`config.mk`:
```
export PLATFORM = sky130hd
export DESIGN_NAME = uart_tx_sched
export DESIGN_NICKNAME = d
export VERILOG_FILES = /design/src/rtl/uart_tx_sched.sv
export SDC_FILE = /design/constraint.sdc
export NUM_CORES = 1
export LEC_CHECK = 0
export BUFFER_PORTS_ARGS = -buffer_cell sky130_fd_sc_hd__buf_2
export CAP_MARGIN = 0
export CORE_ASPECT_RATIO = 2
export CORE_MARGIN = 5
export CORE_UTILIZATION = 55
export CTS_BUF_LIST = sky130_fd_sc_hd__clkbuf_4
export CTS_CLUSTER_SIZE = 28
export DETAILED_ROUTE_END_ITERATION = 7
export HOLD_SLACK_MARGIN = 0.15
export PLACE_DENSITY = 0.8
export REMOVE_ABC_BUFFERS = 1
export SYNTH_ARGS = -nofsm -noshare
export SYNTH_HDL_FRONTEND = slang
export SYNTH_SLANG_ARGS = --single-unit
```
`constraint.sdc`:
```
create_clock -name clk -period 3.8 [get_ports clk]
set_input_delay 0.19 -clock clk [delete_from_list [all_inputs] [get_ports clk]]
set_output_delay 0.19 -clock clk [all_outputs]
set_load 0.02 [all_outputs]
```
`src/rtl/uart_tx_sched.sv`:
```
// Transmit scheduler: buffers UART store bytes in a circular FIFO and launches
// one frame at a time, handshaking on the transmitter's busy signal.
module uart_tx_sched #(
  parameter int ADDR_W       = 4,
  parameter int BUSY_TIMEOUT = 4
) (
  input  logic              clk,
  input  logic              rst_n,
  input  logic              wr_en,
  input  logic [7:0]        wr_data,
  input  logic              tx_busy,
  input  logic              clr_ovf,
  output logic              tx_start,
  output logic [7:0]        tx_data,
  output logic [ADDR_W:0]   count,
  output logic              empty,
  output logic              full,
  output logic              overflow
);

  localparam int              DEPTH    = 2**ADDR_W;
  localparam logic [ADDR_W:0] FULL_CNT = (ADDR_W+1)'(DEPTH);
  localparam logic [7:0]      TMO_LAST = 8'(BUSY_TIMEOUT-1);

  typedef enum logic [1:0] {IDLE, WAIT_BUSY, WAIT_DONE} state_t;

  state_t                  state;
  logic [DEPTH-1:0][7:0]   mem;
  logic [ADDR_W-1:0]       rd_ptr, wr_ptr;
  logic [7:0]              timer;
  logic                    pop, push, drop;

  assign empty = (count == '0);
  assign full  = (count == FULL_CNT);
  assign pop   = (state == IDLE) && !empty;
  // A full FIFO still accepts a store when the launcher frees a slot this cycle.
  assign push  = wr_en && (!full || pop);
  assign drop  = wr_en && full && !pop;

  always_ff @(posedge clk)
    if (push) mem[wr_ptr] <= wr_data;

  always_ff @(posedge clk or negedge rst_n) begin
    if (!rst_n) begin
      wr_ptr   <= '0;
      count    <= '0;
      overflow <= 1'b0;
    end else begin
      if (push) wr_ptr <= wr_ptr + ADDR_W'(1);
      case ({push, pop})
        2'b10:   count <= count + (ADDR_W+1)'(1);
        2'b01:   count <= count - (ADDR_W+1)'(1);
        default: count <= count;
      endcase
      if (drop)         overflow <= 1'b1;
      else if (clr_ovf) overflow <= 1'b0;
    end
  end

  always_ff @(posedge clk or negedge rst_n) begin
    if (!rst_n) begin
      state    <= IDLE;
      tx_start <= 1'b0;
      tx_data  <= 8'h00;
      rd_ptr   <= '0;
      timer    <= 8'd0;
    end else begin
      case (state)
        IDLE: begin
          if (!empty) begin
            tx_data  <= mem[rd_ptr];
            rd_ptr   <= rd_ptr + ADDR_W'(1);
            tx_start <= 1'b1;
            timer    <= 8'd0;
            state    <= WAIT_BUSY;
          end else begin
            tx_start <= 1'b0;
          end
        end
        WAIT_BUSY: begin
          tx_start <= 1'b0;
          // A transmitter that never acknowledges still consumes the byte.
          if (tx_busy)                state <= WAIT_DONE;
          else if (timer == TMO_LAST) state <= IDLE;
          else                        timer <= timer + 8'd1;
        end
        WAIT_DONE: begin
          tx_start <= 1'b0;
          if (!tx_busy) state <= IDLE;
        end
        default: begin
          tx_start <= 1'b0;
          state    <= IDLE;
        end
      endcase
    end
  end

endmodule

```
==> flow_metrics.tcl <==
set metrics [dict create \
    avgSynthCellArea_um2 17.9 \
    synth_fa_ha_area_frac 0.0173 \
    post-route-min-period_ns 3.43 \
    synth_xor_area_frac 0.0229 \
    fin_ws_ns 0.371 \
    regArea_mm2 0.00467 \
    htree_num_levels 4 \
    relSlewSlack 0.326 \
    fin_worst_skew_ns 0.0178 \
    via_count 3385 \
    clock_latency_ns 0.55 \
    ys_warn_count 0 \
    gp_congestion 0.838 \
    pre_cts_ws_ns 0.471 \
    hold_path_class "input pin to asynchronous set/reset pin" \
    max_cap_viol_count 0 \
    cts_setup_buffers 0 \
    hpwlAfterDp_um 8540 \
    die-width_um 86.9 \
    ios 30 \
    synth_compound_area_frac 0.0421 \
    path_max_fanout 9 \
    worstPathRequired_ns 4.21 \
    synth-edff-count 128 \
    coreArea_mm2 0.0116 \
    r2r_slack_ns 0.37 \
    p_leak_nw 2.50 \
    synthCells 363 \
    die_area_mm2 0.0142 \
    ys_ff_latch 161 \
    r2r-start "count[1]$_DFFE_PN0P_" \
    max_slew.worst_pin.slew_ns 1.01 \
    tns_ns 0 \
    worst_ep_arrival_time_ns 3.84 \
    rows 56 \
    netlist_area_mm2 0.00650 \
    startpoint_type "flop" \
    cts_buffer_depth 2 \
    clockRootBuffer "clkbuf_4" \
    powerDensity_mw_per_mm2 702 \
    drt-vias-per-instance 5.92 \
    synth_top_family_by_area "multiplexers" \
    dr.pass1.iters 4 \
    die_y_um 164 \
    antenna_found_initial 1 \
    cts_sinks 161 \
    vdd_ir_drop_max_v 0.000422 \
    multi_input_area_mm2 0.00172 \
    fmax_mhz 292 \
    synth_ff_type "edfxtp_1" \
    synthMuxAreaShare 0.131 \
    grt_setup_unrepaired "false" \
    slew_violations 0 \
    cts_made_buffers 17 \
    syn2layout_area_growth_pct 10.7 \
    drc 0 \
    routedWlPerCell_um 21.6 \
    finish.net_count 435 \
    grt_pass1_vias 3664 \
    synth.distinct_cells 42 \
    postLayoutCellArea_mm2 0.00720 \
    ant_nets 0 \
    ys_top_cells_by_count "128 x edfxtp_1, 33 x dfrtp_1, 32 x mux4_2" \
    synth_seq_area_share 0.718 \
    drive_gt1_frac 0.275 \
    drtIter0Drc 271 \
    end_kind "flop" \
    drt-total-wl_um 12400 \
    grt_max_degree 34 \
    port_buffers 29 \
    placed_area_mm2 0.00681 \
    r2r_cells 10 \
    synth_top_cells_by_area "edfxtp_1 59%, dfrtp_1 13%, mux4_2 11%" \
    nFillCells 863 \
    cts_tree "built" \
    power_mw 5.05 \
    grt_usage 0.192 \
    fin_crit_sh 0.902 \
    yosys.area_share.simple 0.0514 \
    cts_resized 0 \
    status "finished, final reports clean" \
    yosysMostFrequentCell "edfxtp_1" \
    grt_pass1_wl_um 19800 \
    async_flop_share 0.205 \
    finalSetupViolCount 0 \
    path_class "flop to flop" \
    initial_core_util 0.559 \
    yosysTopAreaCellShare 0.591 \
    synth_top_cell_by_area "edfxtp_1" \
    worstReg2RegEnd "count[4]$_DFFE_PN0P_" \
    finalHoldViolCount 0 \
    clkTransAtPathRegs_ns 0.12 \
    grt_overflow 0 \
]
==> kinds of logic (layout without fill, tap and decap cells) <==
kind of cell | after synthesis | after routing
other | 0 | 1
XOR/XNOR | 17 | 17
AND/OR/NAND/NOR | 63 | 63
AO/OA/AOI/OAI | 43 | 43
flip-flops | 161 | 161
adder cells (fa/ha/maj) | 9 | 9
buffers and inverters | 26 | 89
multiplexers | 44 | 44
==> power by group <==
group	internal [mW]	switching [mW]	total [mW]
registers	2.19	0.348	2.54
logic	0.803	0.806	1.61
clock network	0.337	0.572	0.908
==> stage by stage <==
stage,utilization,std cells,hold WS [ns]
CTS,0.618,571,0.207
global placement,0.585,526,0.282
finish,0.619,572,0.228
global route,0.619,572,0.259
detailed placement,0.585,526,0.298
floorplan,-,344,-0.106
==> worst max-delay path, stage by stage (launching register included) <==
cell and delay, ns:
dfrtp_1 0.49, or4_4 0.60, o31a_1 0.42, inv_1 0.12, ha_1 0.35, xor2_1 0.13
ha_1 0.26, nor4b_1 0.27, mux2i_1 0.15, o211a_1 0.14, a2111oi_0 0.37
==> metal layers <==
layer / up-vias / GRT usage / share of wire
met5: - / 0 / 0
met1: 1727 / 0.209 / 0.36
met2: 101 / 0.351 / 0.58
met4: 0 / 0.0773 / 0.021
met3: 23 / 0.0467 / 0.040
li1: 1534 / - / -
==> timing repair <==
item | 4_1_cts | 5_1_grt
endpoints found under the hold margin | 173 | 0
endpoints found under the setup margin | 0 | 0
hold buffers | 13 | 0
==> layout make-up <==
type                            instances  area share
Sequential cell                       161       0.649
Clock buffer                           19      0.0198
Clock inverter                         13      0.0158
Inverter                                7     0.00365
Multi-Input combinational cell        176       0.239
Tap cell                              145      0.0252
Timing Repair Buffer                   50      0.0466
Antenna cell                            1    0.000348
==> flip-flops by register name, indices dropped and copies added (netlist names) <==
name / cells
state: 2
timer: 8
tx_data: 8
tx_start: 1
overflow: 1
rd_ptr: 4
mem: 128
wr_ptr: 4
count: 5
==> placed cells by master (no fill, tap or decap), types with 3 or more instances in the layout <==
cell	Yosys	layout
edfxtp_1	128	128
mux4_2	32	32
dfrtp_1	33	32
buf_2	6	29
nor2_1	23	23
clkbuf_4	0	19
o22ai_1	18	18
dlygate4sd3_1	0	13
xor2_1	11	11
a21oi_1	10	10
mux2_2	10	10
ha_1	9	9
buf_4	1	8
inv_1	7	7
nand2b_1	7	7
nand2_1	7	7
xnor2_1	6	6
nor3_1	5	5
clkinvlp_4	0	4
o21ai_0	3	3
o211ai_1	3	3
nand3_1	3	3
clkinv_2	0	3
clkinv_4	0	3
==> worst max-delay path by stage <==
| stage | to | slack, ns | from | cells after the start |
|---|---|---|---|---|
| 2_1_floorplan | count[4]$_DFFE_PN0P_ | 0.55 | count[1]$_DFFE_PN0P_ | 9 |
| 3_3_place_gp | count[4]$_DFFE_PN0P_ | 0.58 | count[1]$_DFFE_PN0P_ | 10 |
| 3_5_place_dp | count[4]$_DFFE_PN0P_ | 0.47 | count[1]$_DFFE_PN0P_ | 10 |
| 4_1_cts | count[4]$_DFFE_PN0P_ | 0.37 | count[1]$_DFFE_PN0P_ | 10 |
| 5_1_grt | count[4]$_DFFE_PN0P_ | 0.03 | count[1]$_DFFE_PN0P_ | 10 |
| 6_report | count[4]$_DFFE_PN0P_ | 0.37 | count[1]$_DFFE_PN0P_ | 10 |
(Power assumes the default switching activity.)
